<file path="src/rtl/cam_ctrl.sv">
// rtl/cam_ctrl.sv - CAM initiator: lookup each key byte, allocate a slot on miss, return the index
module cam_ctrl #(
  parameter int NB_MEM = 16,
  parameter int AW     = 5
) (
  input  logic          clk,
  input  logic          rst_n,
  input  logic          in_valid,
  output logic          in_ready,
  input  logic [7:0]    in_data,
  output logic          rsp_valid,
  input  logic          rsp_ready,
  output logic [AW-1:0] rsp_index,
  output logic          rsp_hit,
  output logic          rsp_evict,
  output logic          cam_enable,
  output logic          cam_write,
  output logic [AW-1:0] cam_addr,
  output logic [7:0]    cam_data,
  input  logic [AW-1:0] cam_out,
  output logic [AW-1:0] count
);

  typedef enum logic [2:0] {IDLE, LOOKUP, WAIT, ALLOC, RESP} state_t;

  localparam logic [AW-1:0] LAST_SLOT  = AW'(NB_MEM - 1);
  localparam logic [AW-1:0] FIRST_SLOT = AW'(1);

  state_t        state, state_nx;
  logic [7:0]    key_q, key_nx;
  logic [AW-1:0] ptr_q, ptr_nx, count_nx;
  logic          rsp_valid_nx, rsp_hit_nx, rsp_evict_nx;
  logic [AW-1:0] rsp_index_nx;
  logic          cam_enable_nx, cam_write_nx;
  logic [AW-1:0] cam_addr_nx;
  logic [7:0]    cam_data_nx;

  assign in_ready = (state == IDLE);

  always_ff @(posedge clk or negedge rst_n) begin
    if (!rst_n) begin
      state      <= IDLE;
      key_q      <= '0;
      ptr_q      <= FIRST_SLOT;
      count      <= '0;
      rsp_valid  <= 1'b0;
      rsp_index  <= '0;
      rsp_hit    <= 1'b0;
      rsp_evict  <= 1'b0;
      cam_enable <= 1'b0;
      cam_write  <= 1'b0;
      cam_addr   <= '0;
      cam_data   <= '0;
    end else begin
      state      <= state_nx;
      key_q      <= key_nx;
      ptr_q      <= ptr_nx;
      count      <= count_nx;
      rsp_valid  <= rsp_valid_nx;
      rsp_index  <= rsp_index_nx;
      rsp_hit    <= rsp_hit_nx;
      rsp_evict  <= rsp_evict_nx;
      cam_enable <= cam_enable_nx;
      cam_write  <= cam_write_nx;
      cam_addr   <= cam_addr_nx;
      cam_data   <= cam_data_nx;
    end
  end

  // Outputs are registered, so each branch computes the value for the state being entered.
  always_comb begin
    state_nx      = state;
    key_nx        = key_q;
    ptr_nx        = ptr_q;
    count_nx      = count;
    rsp_valid_nx  = 1'b0;
    rsp_index_nx  = rsp_index;
    rsp_hit_nx    = rsp_hit;
    rsp_evict_nx  = rsp_evict;
    cam_enable_nx = 1'b0;
    cam_write_nx  = 1'b0;
    cam_addr_nx   = cam_addr;
    cam_data_nx   = cam_data;

    case (state)
      IDLE: begin
        if (in_valid) begin
          key_nx = in_data;
          if (in_data == 8'h00) begin
            // Key 0x00 matches every empty slot, so it never reaches the CAM.
            state_nx     = RESP;
            rsp_valid_nx = 1'b1;
            rsp_index_nx = '0;
            rsp_hit_nx   = 1'b1;
            rsp_evict_nx = 1'b0;
          end else begin
            state_nx      = LOOKUP;
            cam_enable_nx = 1'b1;
            cam_data_nx   = in_data;
          end
        end
      end
      LOOKUP: state_nx = WAIT;
      WAIT: begin
        if (cam_out != '0) begin
          state_nx     = RESP;
          rsp_valid_nx = 1'b1;
          rsp_index_nx = cam_out;
          rsp_hit_nx   = 1'b1;
          rsp_evict_nx = 1'b0;
        end else begin
          state_nx     = ALLOC;
          cam_write_nx = 1'b1;
          cam_addr_nx  = ptr_q;
          cam_data_nx  = key_q;
        end
      end
      ALLOC: begin
        state_nx     = RESP;
        rsp_valid_nx = 1'b1;
        rsp_index_nx = ptr_q;
        rsp_hit_nx   = 1'b0;
        rsp_evict_nx = (count == LAST_SLOT);
        // Slot 0 is skipped on wrap: index 0 means miss.
        ptr_nx       = (ptr_q == LAST_SLOT) ? FIRST_SLOT : ptr_q + FIRST_SLOT;
        count_nx     = (count == LAST_SLOT) ? count : count + FIRST_SLOT;
      end
      RESP: begin
        if (rsp_ready) state_nx = IDLE;
        else           rsp_valid_nx = 1'b1;
      end
      default: state_nx = IDLE;
    endcase
  end

endmodule

</file>
<file path="config.mk">
export PLATFORM = sky130hd
export DESIGN_NAME = cam_ctrl
export DESIGN_NICKNAME = d
export VERILOG_FILES = /design/src/rtl/cam_ctrl.sv
export SDC_FILE = /design/constraint.sdc
export NUM_CORES = 1
export LEC_CHECK = 0
export CAP_MARGIN = 5
export CORE_ASPECT_RATIO = 1.25
export CORE_MARGIN = 3
export CORE_UTILIZATION = 49
export DETAILED_ROUTE_END_ITERATION = 8
export GPL_TIMING_DRIVEN = 0
export PLACE_DENSITY = 0.88
export RECOVER_POWER = 100
export SETUP_SLACK_MARGIN = 0.2
export SLEW_MARGIN = 20
export SYNTH_ARGS = -nofsm -noshare
export SYNTH_HDL_FRONTEND = slang
export SYNTH_SLANG_ARGS = --single-unit
</file>
<file path="constraint.sdc">
create_clock -name clk -period 2.9 [get_ports clk]
set_input_delay 0.58 -clock clk [delete_from_list [all_inputs] [get_ports clk]]
set_output_delay 0.58 -clock clk [all_outputs]
set_load 0.03 [all_outputs]
</file>
==> results.toml, run 1 <==
[worst_setup_path]
worstPathRequired_ns = 3.08
critical_path.cell_chain = "clkdlybuf4s50_1 > or4b_1 > or3_4 > a221oi_4 > clkbuf_2 > mux2_2"
critPathArrivalTime_ns = 2.89
reg2reg_from = "state[1]"
ff2ff_setup_slack_ns = 0.51
crit_start = "cam_out[4]"
criticalPathCategory = "primary input to flip-flop"
cp-start-kind = "primary input"
cpMaxStageDelayCell = "or4b_1"
endpoint_kind = "flip-flop"
cpPeakStageDelay_ns = 0.59
crit_path_max_fanout = 9

[finish]
nets = 230
area_delta_synth_final_pct = 31.98
multiInputGateArea_um2 = 828.3
layout_commonest_cell = "dfrtp_1"
regArea_mm2 = 0.001102
finalNonFillerCells = 265
antenna_cells = 0
final_cell_mix = "dfrtp_1 (43), mux2_2 (30), dlygate4sd3_1 (30), clkdlybuf4s50_1 (14), nand2_1 (12)"
fin_area_mm2 = 0.002608
drive_above_1_share = 0.2180
fill_cells = 298

[clock_tree]
tritoncts = "yes"
numCtsBuffers = 5
cts.path.max_buffers = 2
cts_root_buffer = "clkbuf_8"
cts-resized-gates = 0
cts_max_level = 2
clock_sinks = 44
path_clk_slew_ns = 0.09
clk_latency_ns = 0.30

[global_route]
antenna_found_initial = 0
grt.total_usage = 0.1802
grt_max_degree = 24
grt_pass1_wl_um = 6720
grt_pass1_vias = 1509
grt_overflow = 0

[job]
max_cap_viol_count = 0

[floorplan]
die_h_um = 76.99
die_area_mm2 = 0.004835
placementRows = 25
die-width_um = 62.80
start_util = 0.5177
fp.coreArea_mm2 = 0.003816
io_pins = 46

[place]
place_congestion = 0.8208
pre_cts_ws_ns = -0.1331
io_buffers = 45
placed_cell_area_mm2 = 0.002521
dpl.cell_count = 256
post-dp-hpwl_um = 2893

[detailed_routing]
vias = 1427
viasPerCell = 5.385
drc_errors = 0
first_pass_iters = 4
drt_iter0_markers = 30
routed_wl_um = 3871
ant_nets = 0
wl_per_cell_um = 14.61

[yosys]
synth-seq-cells = 44
synth_fp_nets = 176
syn_area_mm2 = 0.001976
postSynthAreaPerCell_um2 = 12.66
yosysWarnings = 0
syn-instance-count = 156
yosys.cell_types.count = 38
ys_seq_area_frac = 0.5579

[pwr]
power.total_mw = 2.598
comb_power_share = 0.444
sequentialPowerShare = 0.379
leakagePower_nw = 1.156
power.internal_mw = 1.619
switching_share = 0.3768
power_switching_uw = 979.1
p_per_area_mw_per_mm2 = 996.4
pwr-share-clk = 0.176
ir_worst_vdd_mv = 0.5171

[timing]
clock_skew_ns = 0.01151
slew_headroom = 0.2249
rsz0062_at_grt = "false"
worst_slack_ns = 0.1961
max_freq_mhz = 369.8
slew_violations = 0
setup_viol = 0
final.min_clock_period_ns = 2.704
hold_violations = 0
layout_worst_path_cycle_share = 0.9324
tightest_slew_ns = 1.163

[status]
status = "completed"

[hold_path]
hold_path.class = "primary input to asynchronous set/reset pin"
worst max-delay path, delay by kind of cell:
family / cells / cell delay, ns
AOI/OAI and AO/OA: 1 / 0.22
buffers and inverters: 2 / 0.73
muxes: 1 / 0.37
and+or+nand+nor: 2 / 0.98
path summary, 6_finish.rpt:
path                               end  cells past startpoint
hold / removal                state[1]                      1
setup reg to reg           cam_data[7]                      5
max in group asynchronous     ptr_q[4]                      2
hold reg to reg               count[3]                      1
min in group clk              count[3]                      1
setup / recovery           cam_data[7]                      6
cell families after synthesis:
group / Yosys count / share of synthesized area
xor+xnor: 4 / 0.01774
simple gates: 37 / 0.1083
buf+inv: 13 / 0.02533
flops: 44 / 0.5579
fa+ha+maj: 3 / 0.01900
compound gates: 20 / 0.07537
mux: 35 / 0.1963
per-layer routing:
layer / GRT usage / vias to the layer above / wire length, µm
li1: - / 664 / -
met4: 0.1192 / 0 / 150
met2: 0.2839 / 61 / 1902
met3: 0.06296 / 16 / 258
met5: 0 / - / 0
met1: 0.2056 / 686 / 1559
cell usage after synthesis:
cell,number,area [µm²]
a22oi_1,2,15.01
nand2_1,12,45.04
or2_2,1,6.260
inv_1,6,22.52
and4_1,1,8.760
dfrtp_1,43,1076
xnor2_1,3,26.28
nor3_1,2,10.01
a22o_1,1,8.760
buf_2,1,5.000
and3_1,1,6.260
or4b_1,1,10.01
and3b_2,1,10.01
or3_4,1,11.26
or4_1,2,15.01
nor2b_1,1,6.260
mux2i_1,5,50.05
a21oi_1,2,10.01
dfstp_2,1,26.28
a221oi_4,1,26.28
a2bb2oi_1,1,8.760
ha_1,3,37.54
buf_1,1,3.750
nand4_1,2,12.51
o22ai_1,4,25.02
clkbuf_1,5,18.77
or3_1,1,6.260
or2b_1,1,7.510
or3b_2,2,17.52
nor2_1,5,18.77
mux2_2,30,337.8
and2_1,1,6.260
xor2_1,1,8.760
nor4b_1,1,8.760
a41oi_1,2,17.52
nand3b_1,1,7.510
o21ai_0,6,30.03
o21bai_1,1,7.510
cell type report:
class,instances,share of cell area
Clock buffer,6,0.02783
Multi-Input combinational cell,99,0.3177
Buffer,7,0.01008
Clock inverter,2,0.01344
Sequential cell,44,0.4227
Timing Repair Buffer,47,0.1737
Inverter,6,0.008637
Tap cell,54,0.02591
stage by stage:
stage	util	hold slack [ns]	TNS, ns
finish	0.6833	0.4714	0
global route	0.6833	0.5225	0
CTS	0.6941	0.2646	0
detailed placement	0.6607	0.4928	-1.030
global placement	0.6534	0.4847	-1.118
floorplan	-	0.2844	0
flip-flops by register name (all words and copies together), names as in the netlist:
signal / cells
cam_addr: 5
count: 5
key_q: 8
rsp_valid: 1
cam_enable: 1
rsp_hit: 1
rsp_evict: 1
cam_data: 8
rsp_index: 5
ptr_q: 5
cam_write: 1
state: 3
power by group through the flow:
stage	clock (mW)	combinational [mW]	sequential, mW
after floorplan	0	0.524	1.24
after global placement	0	1.18	0.992
after detailed placement	0	1.21	1.00
after CTS	0.470	1.24	0.992
after global routing	0.495	1.24	1.02
final	0.458	1.15	0.986
timing repair:
item / CTS / global route
endpoints found under the setup margin: 8 / 0
hold buffers: 0 / 0
setup buffers: 1 / 0
No activity file was read; power rests on OpenSTA's default activity.
==> run 2: changes to the inputs <==
CORE_ASPECT_RATIO = 1.5   (was 1.25)
HOLD_SLACK_MARGIN = 0.02   (was default)
PLACE_DENSITY = 0.85   (was 0.88)
==> results.toml, run 2 (same netlist as run 1, synthesis figures left out) <==
[finish]
multiInputGateArea_um2 = 828.3
top_regs = "cam_data x8, key_q x8"
area_delta_synth_final_pct = 31.16
drive_above_1_share = 0.2133
layout_commonest_cell = "dfrtp_1"
fin_area_mm2 = 0.002591
nets = 230
final_cell_mix = "dfrtp_1 (43), mux2_2 (30), dlygate4sd3_1 (30), clkdlybuf4s50_1 (14), nand2_1 (12)"
regArea_mm2 = 0.001102
finalNonFillerCells = 254
fill_cells = 279
antenna_cells = 0

[detailed_routing]
vias = 1398
routed_wl_um = 4079
ant_nets = 0
drt_iter0_markers = 47
wl_per_cell_um = 16.06
viasPerCell = 5.504
first_pass_iters = 4
drc_errors = 0

[floorplan]
die_h_um = 83.77
fp.coreArea_mm2 = 0.003784
die-width_um = 57.85
placementRows = 27
start_util = 0.5222
die_area_mm2 = 0.004846
io_pins = 46

[worst_setup_path]
cpMaxStageDelayCell = "or4b_1"
cp-start-kind = "primary input"
worstPathRequired_ns = 3.07
criticalPathCategory = "primary input to flip-flop"
reg2reg_to = "rsp_valid"
cpPeakStageDelay_ns = 0.59
critical_path.cell_chain = "clkdlybuf4s50_1 > or4b_1 > or3_4 > and4_1 > clkbuf_1 > or3b_2"
endpoint_kind = "flip-flop"
ff2ff_setup_slack_ns = 0.53
critPathArrivalTime_ns = 2.85
reg2regPathDepth = 5
crit_path_max_fanout = 8
reg2reg_from = "state[1]"

[global_route]
grt_max_degree = 35
grt.total_usage = 0.1864
antenna_found_initial = 0
grt_overflow = 0
grt_pass1_vias = 1437
grt_pass1_wl_um = 6858

[timing]
clock_skew_ns = 0.004625
tightest_slew_ns = 1.751
max_freq_mhz = 374.4
slew_violations = 35
layout_worst_path_cycle_share = 0.9210
hold_violations = 0
final.min_clock_period_ns = 2.671
slew_headroom = -0.1673
setup_viol = 0
rsz0062_at_grt = "false"

[place]
dpl.cell_count = 245
io_buffers = 45
post-dp-hpwl_um = 3015
place_congestion = 0.8761
placed_cell_area_mm2 = 0.002500

[status]
violations = "max-capacitance violations, max-slew violations"
status = "complete, but fails checks"

[clock_tree]
path_clk_slew_ns = 0.08
cts_max_level = 2
numCtsBuffers = 5
cts-resized-gates = 0
clk_latency_ns = 0.30
cts.path.max_buffers = 2
cts_root_buffer = "clkbuf_8"
clock_sinks = 44
tritoncts = "yes"

[pwr]
p_per_area_mw_per_mm2 = 989.1
leakagePower_nw = 1.151
ir_worst_vdd_mv = 0.7654

[job]
max_cap_viol_count = 1

[hold_path]
hold_path.class = "primary input to asynchronous set/reset pin"
## run 2: changes by cell type in the layout (fill, tap and decap cells not counted), sizes merged
cell / previous run / this run
buf: 0 / 1
bufinv: 1 / 0
clkbuf: 16 / 17
clkinv: 1 / 0
## run 2: critical path, delay by kind of cell
kind | cells | cell delay (ns)
buffers and inverters | 2 | 0.61
and+or+nand+nor | 4 | 1.65
## run 2: stage by stage
stage | total power, mW | util | setup WS (ns) | setup TNS (ns) | hold WS (ns)
floorplan | 1.760 | - | 0.4858 | 0 | 0.2844
global placement | 2.162 | 0.6554 | -0.1110 | -0.8771 | 0.4813
detailed placement | 2.223 | 0.6607 | -0.1225 | -0.9951 | 0.4736
CTS | 2.649 | 0.6898 | 0.2867 | 0 | 0.1460
global route | 2.719 | 0.6849 | 0.1587 | 0 | 0.2920
finish | 2.563 | 0.6849 | 0.2290 | 0 | 0.2474
## run 2: how the worst max path moves through the flow
| stage | from | end | slack, ns |
|---|---|---|---|
| 2_1_floorplan | cam_out[4] | cam_data[0] | 0.49 |
| 3_3_place_gp | cam_out[4] | cam_data[6] | -0.11 |
| 3_5_place_dp | cam_out[4] | cam_data[5] | -0.12 |
| 4_1_cts | cam_out[4] | rsp_valid | 0.29 |
| 5_1_grt | rst_n | cam_data[4] | 0.16 |
| 6_report | cam_out[4] | rsp_valid | 0.23 |
## run 2: cell type report
cell class,count,share of cell area
plain buffers,7,0.01014
clock buffers,8,0.03477
inverters,6,0.008691
multi-input cells,99,0.3197
flip-flops and latches,44,0.4254
well taps,43,0.02076
repair buffers,47,0.1806
## run 2: where the power goes
group | switching, mW | internal [mW] | leakage (nW)
clock network | 0.200 | 0.194 | 0.0455
logic | 0.643 | 0.538 | 0.551
registers | 0.144 | 0.844 | 0.554
## run 2: metal layers
layer,wire length (µm),vias up,share of wire,global-route usage
li1,-,663,-,-
met1,1647,685,0.40,0.2141
met2,2105,41,0.52,0.3128
met3,216,9,0.053,0.04644
met4,110,0,0.027,0.09283
met5,0,-,0,0
## run 2: what timing repair did
action | in CTS | in global routing
hold buffers | 0 | 0
setup endpoints to repair | 8 | 0
setup buffers | 1 | 0
